[config.mk]
export PLATFORM = sky130hd
export DESIGN_NAME = pulse_train_gen
export DESIGN_NICKNAME = d
export VERILOG_FILES = /design/src/rtl/pulse_train_pkg.sv /design/src/rtl/pulse_train_gen_phase_counter.sv /design/src/rtl/pulse_train_gen.sv
export SDC_FILE = /design/constraint.sdc
export NUM_CORES = 1
export LEC_CHECK = 0
export CAP_MARGIN = 20
export CORE_MARGIN = 1
export CORE_UTILIZATION = 40
export DETAILED_ROUTE_END_ITERATION = 16
export PLACE_DENSITY = 0.63
export SLEW_MARGIN = 40
export SYNTH_ARGS = -nofsm -noshare
export SYNTH_HDL_FRONTEND = slang
export SYNTH_SLANG_ARGS = --single-unit
export TNS_END_PERCENT = 10
[constraint.sdc]
create_clock -name clock -period 5 [get_ports clock]
set_clock_uncertainty 0.2 [all_clocks]
set_input_delay 0.75 -clock clock [delete_from_list [all_inputs] [get_ports clock]]
set_output_delay 0.75 -clock clock [all_outputs]
set_load 0.03 [all_outputs]
[src/rtl/pulse_train_pkg.sv]
// Shared definitions for the pulse train generator: state encoding and default widths.
package pulse_train_pkg;

  localparam int CNT_W_DEF = 8;
  localparam int NUM_W_DEF = 4;

  typedef enum logic [1:0] {
    ST_IDLE = 2'd0,
    ST_HIGH = 2'd1,
    ST_LOW  = 2'd2
  } state_e;

endpackage

[src/rtl/pulse_train_gen_phase_counter.sv]
// Loadable down-counter that times one phase; holds at zero once expired.
module phase_counter #(
  parameter int W = 8
) (
  input  logic         clock,
  input  logic         reset,
  input  logic         load,
  input  logic [W-1:0] value,
  output logic         zero
);

  logic [W-1:0] cnt_q, cnt_d;

  always_comb begin
    cnt_d = cnt_q;
    if (load) begin
      cnt_d = value;
    end else if (cnt_q != '0) begin
      cnt_d = cnt_q - 1'b1;
    end
  end

  always_ff @(posedge clock) begin
    if (reset) begin
      cnt_q <= '0;
    end else begin
      cnt_q <= cnt_d;
    end
  end

  assign zero = (cnt_q == '0);

endmodule

[src/rtl/pulse_train_gen.sv]
// Pulse train generator: N high/low pairs with programmable phase widths, busy and done strobe.
// Define PULSE_TRAIN_CONTINUOUS_EN to add the `continuous` input for seamless train repetition.
module pulse_train_gen
  import pulse_train_pkg::*;
#(
  parameter int CNT_W = CNT_W_DEF,
  parameter int NUM_W = NUM_W_DEF
) (
  input  logic             clock,
  input  logic             reset,
  input  logic             start,
  input  logic [CNT_W-1:0] high_len,
  input  logic [CNT_W-1:0] low_len,
  input  logic [NUM_W-1:0] num_pulses,
`ifdef PULSE_TRAIN_CONTINUOUS_EN
  input  logic             continuous,
`endif
  output logic             signal,
  output logic             busy,
  output logic             done
);

  // Counter load value for a phase of `len` cycles; a zero length behaves as one cycle.
  function automatic logic [CNT_W-1:0] phase_load(input logic [CNT_W-1:0] len);
    return (len == '0) ? '0 : len - 1'b1;
  endfunction

  state_e           state_q, state_d;
  logic [CNT_W-1:0] hi_q, hi_d;
  logic [CNT_W-1:0] lo_q, lo_d;
  logic [NUM_W-1:0] pcnt_q, pcnt_d;
`ifdef PULSE_TRAIN_CONTINUOUS_EN
  logic [NUM_W-1:0] num_q, num_d;
`endif
  logic             signal_q, signal_d;
  logic             busy_q, busy_d;
  logic             done_q, done_d;
  logic             ld;
  logic [CNT_W-1:0] ld_val;
  logic             ph_zero;

  phase_counter #(.W(CNT_W)) u_phase (
    .clock (clock),
    .reset (reset),
    .load  (ld),
    .value (ld_val),
    .zero  (ph_zero)
  );

  always_comb begin
    state_d = state_q;
    hi_d    = hi_q;
    lo_d    = lo_q;
    pcnt_d  = pcnt_q;
`ifdef PULSE_TRAIN_CONTINUOUS_EN
    num_d   = num_q;
`endif
    done_d  = 1'b0;
    ld      = 1'b0;
    ld_val  = phase_load(hi_q);
    case (state_q)
      ST_IDLE: begin
        if (start) begin
          if (num_pulses != '0) begin
            // The first high phase loads straight from the inputs, the shadows fill in parallel.
            hi_d    = high_len;
            lo_d    = low_len;
            pcnt_d  = num_pulses;
`ifdef PULSE_TRAIN_CONTINUOUS_EN
            num_d   = num_pulses;
`endif
            ld      = 1'b1;
            ld_val  = phase_load(high_len);
            state_d = ST_HIGH;
          end else begin
            done_d = 1'b1;
          end
        end
      end
      ST_HIGH: begin
        if (ph_zero) begin
          ld      = 1'b1;
          ld_val  = phase_load(lo_q);
          state_d = ST_LOW;
        end
      end
      ST_LOW: begin
        if (ph_zero) begin
          if (pcnt_q > NUM_W'(1)) begin
            pcnt_d  = pcnt_q - 1'b1;
            ld      = 1'b1;
            state_d = ST_HIGH;
`ifdef PULSE_TRAIN_CONTINUOUS_EN
          end else if (continuous) begin
            pcnt_d  = num_q;
            ld      = 1'b1;
            done_d  = 1'b1;
            state_d = ST_HIGH;
`endif
          end else begin
            done_d  = 1'b1;
            state_d = ST_IDLE;
          end
        end
      end
      default: state_d = ST_IDLE;
    endcase
    signal_d = (state_d == ST_HIGH);
    busy_d   = (state_d != ST_IDLE);
  end

  always_ff @(posedge clock) begin
    if (reset) begin
      state_q  <= ST_IDLE;
      pcnt_q   <= '0;
      signal_q <= 1'b0;
      busy_q   <= 1'b0;
      done_q   <= 1'b0;
    end else begin
      state_q  <= state_d;
      pcnt_q   <= pcnt_d;
      signal_q <= signal_d;
      busy_q   <= busy_d;
      done_q   <= done_d;
    end
  end

  // Shadow copies of the train parameters only change on an accepted start.
  always_ff @(posedge clock) begin
    hi_q  <= hi_d;
    lo_q  <= lo_d;
`ifdef PULSE_TRAIN_CONTINUOUS_EN
    num_q <= num_d;
`endif
  end

  assign signal = signal_q;
  assign busy   = busy_q;
  assign done   = done_q;

endmodule

==> out/qor.csv <==
metric,value,unit
status,completed,
vias,1640,
fp.dieW,72.7,µm
ys_seq_area_share,41.1,%
die_area,5280,µm²
globalRouteTotalUtil,18.3,%
synth_warnings,0,
drive_above_1_share,7.02,%
slew_headroom,65.7,%
final_antenna_net_count,0,
initial_core_util,42.0,%
grt_max_degree,24,
timing.fmax,0.342,GHz
cts_post_setup_buffers_inserted,0,
remaining_drc_errors,0,
startpoint_type,input port,
cts_tree,built,
rsz0062_at_grt,no,
synthesis.instances,212,
crit_chain,clkdlybuf4s50_1 -> nor2b_1 -> or3b_2 -> clkinv_1 -> buf_4 -> nor2_1 -> o311a_1,
synth_flop_cell,sky130_fd_sc_hd__dfxtp_1,
post-dp-hpwl,3290,µm
syn-mean-instance-area,9.42,µm²
synth_enable_flop_cells,16,
drt_wl_total,4320,µm
initialDrtViolationCount,112,
report.final.setup_viol,0,
synth.lib_cells_used.distinct,47,
design_area,2410,µm²
max_stage_delay,0.59,ns
initial_antenna_violation_count,0,
floorplan.die.height,72.7,µm
power_density_over_cell_area,396,nW/µm²
finalPower,954,µW
cts.repair.resized,0,
routedWlPerCell,14.0,µm
min_period_over_period,58.5,%
synthToLayoutAreaGrowth,20.6,%
ys_seq_elements,33,
dpl_cell_area,2320,µm²
critical_path_peak_fanout,23,
timing.hold.worst.class,register to register,
first_global_vias,1618,
ys_async_sr_fraction,0,%
finalWeightedCongestion,0.819,
hold_buffers,0,
path_class,input port to register,
dp_cells,301,
timing.final.max_slew_violations,0,
coreArea,4750,µm²
clk_path_buf_depth,2,
final-instance-count-excl-fill,309,
timing.max_cap.violations,0,
n_antenna_cell,0,
placement.io_buffers,25,
timing.critical_path.slowest_stage_cell,sky130_fd_sc_hd__or3b_2,
cts.sink_count,33,
irDropWorstVdd,0.186,mV
global_route_wire_length_before_repair,7250,µm
clkLatencyLatePin,0.28,ns
finalHoldViolCount,0,
placementRows,25,
syn_nets,244,
worstMarginPinSlew,0.510,ns
path_buf_inv,3,
top_level_pins,26,
timing.critical_path.arrival,2.90,ns
numCtsBuffers,5,
critPathRequiredTime,4.97,ns
power.leakage,0.000877,µW
h-tree-depth,2,
setup_total_negative_slack,0,ns
nets,273,
cts_root_buf,sky130_fd_sc_hd__clkbuf_8,
syn_area,2000,µm²
finalWorstPathRequiredPeriod,2.92,ns
vias_per_cell,5.31,
gr-total-overflow,0,
clk_transition_reported_paths,0.06,ns
worst_setup_path_end_kind,register,
critical_path.top_delay_family,simple AND/OR/NAND/NOR gates,
placement.setup.worst_slack,1.76,ns
fin_ws,2.08,ns
first_pass_iters,6,
worst reg2reg max path: stages (launching register included):
cell	delay (ns)
sky130_fd_sc_hd__dfxtp_1	0.32
sky130_fd_sc_hd__inv_1	0.10
sky130_fd_sc_hd__ha_1	0.22
sky130_fd_sc_hd__nor4b_2	0.39
sky130_fd_sc_hd__nand3b_1	0.30
sky130_fd_sc_hd__a21oi_1	0.48
sky130_fd_sc_hd__nor2_1	0.21
sky130_fd_sc_hd__o311a_1	0.38
layout by cell type (no fill, tap or decap), drive strengths merged, types with 6 or more instances in the layout:
cell            n
clkdlybuf4s50  25
nor2           24
dfxtp          17
edfxtp         16
nand2          15
inv            13
xnor2          12
a21oi          10
o31a            9
nor3            9
ha              9
o22ai           8
xor2            7
clkbuf          6
where the power goes:
| part | switching (µW) | leakage, µW | total, µW | internal (µW) |
|---|---|---|---|---|
| clock network | 92.1 | 0.0000486 | 201 | 109 |
| logic | 188 | 0.000535 | 354 | 166 |
| registers | 59.1 | 0.000293 | 399 | 340 |
registers in the layout, indices dropped and copies added (netlist names):
signal	cells
lo_q	8
hi_q	8
done	1
u_phase.cnt_q	8
pcnt_q	4
signal	1
busy	1
state_q	2
cells in the mapped netlist, types with 2 or more instances:
cell type	instances	area share, %
sky130_fd_sc_hd__inv_1	13	2.4
sky130_fd_sc_hd__or4_1	2	0.75
sky130_fd_sc_hd__a21oi_1	9	2.3
sky130_fd_sc_hd__o31a_1	9	3.9
sky130_fd_sc_hd__nand3_1	4	1.0
sky130_fd_sc_hd__mux2i_1	4	2.0
sky130_fd_sc_hd__a31o_2	2	0.88
sky130_fd_sc_hd__o21ai_0	5	1.3
sky130_fd_sc_hd__nor4_1	4	1.3
sky130_fd_sc_hd__or2_2	2	0.63
sky130_fd_sc_hd__xor2_1	7	3.1
sky130_fd_sc_hd__nor3b_1	4	1.5
sky130_fd_sc_hd__xnor2_1	12	5.3
sky130_fd_sc_hd__nand2b_1	2	0.63
sky130_fd_sc_hd__nor3_1	9	2.3
sky130_fd_sc_hd__o22ai_1	8	2.5
sky130_fd_sc_hd__nor2b_1	3	0.94
sky130_fd_sc_hd__nor2_1	24	4.5
sky130_fd_sc_hd__edfxtp_1	16	24
sky130_fd_sc_hd__a31oi_1	4	1.3
sky130_fd_sc_hd__ha_1	9	5.6
sky130_fd_sc_hd__nand2_1	15	2.8
sky130_fd_sc_hd__clkbuf_1	2	0.38
sky130_fd_sc_hd__o31ai_1	3	1.1
sky130_fd_sc_hd__a221oi_1	2	0.88
sky130_fd_sc_hd__dfxtp_1	17	17
metal layers:
layer	wire length [µm]	vias to the layer above	GRT usage, %
met3	166	12	4.83
li1	-	837	-
met5	0	-	0
met2	2080	38	30.3
met4	114	0	8.93
met1	1960	753	22.1
cell families (layout without fill, tap and decap cells):
| logic type | Yosys count | after routing | share of synthesized area (%) |
|---|---|---|---|
| xor gates and xnor gates | 19 | 19 | 8.33 |
| and+or+nand+nor | 77 | 77 | 20.7 |
| adders and majority gates | 9 | 9 | 5.64 |
| DFF | 33 | 33 | 41.1 |
| muxes | 4 | 4 | 2.01 |
| AOI/OAI and AO/OA | 52 | 52 | 18.5 |
| buffers and inverters | 18 | 48 | 3.76 |
stage by stage:
step           hold slack, ns  util [%]
2_1_floorplan           0.245         -
3_3_place_gp            0.270      48.7
3_5_place_dp            0.273      48.7
4_1_cts                 0.282      50.6
5_1_grt                 0.330      50.6
6_report                0.275      50.6
cell type report:
type	instances	area (µm²)
fill	462	2350
multi-input combinational	161	1100
sequential	33	821
timing repair buffer	26	258
tap	67	83.8
clock buffer	6	82.6
inverter	14	52.6
clock inverter	2	8.76
worst paths after layout:
check,startpoint,end,slack (ns),cells past startpoint
max reg2reg,u_phase.cnt_q[0]$_SDFFE_PP0P_,u_phase.cnt_q[7]$_SDFFE_PP0P_,2.29,7
min,pcnt_q[1]$_SDFFE_PP0P_,pcnt_q[1]$_SDFFE_PP0P_,0.27,2
min reg2reg,pcnt_q[1]$_SDFFE_PP0P_,pcnt_q[1]$_SDFFE_PP0P_,0.27,2
max,start,u_phase.cnt_q[7]$_SDFFE_PP0P_,2.08,7
Power figures use the tool's default switching activity.
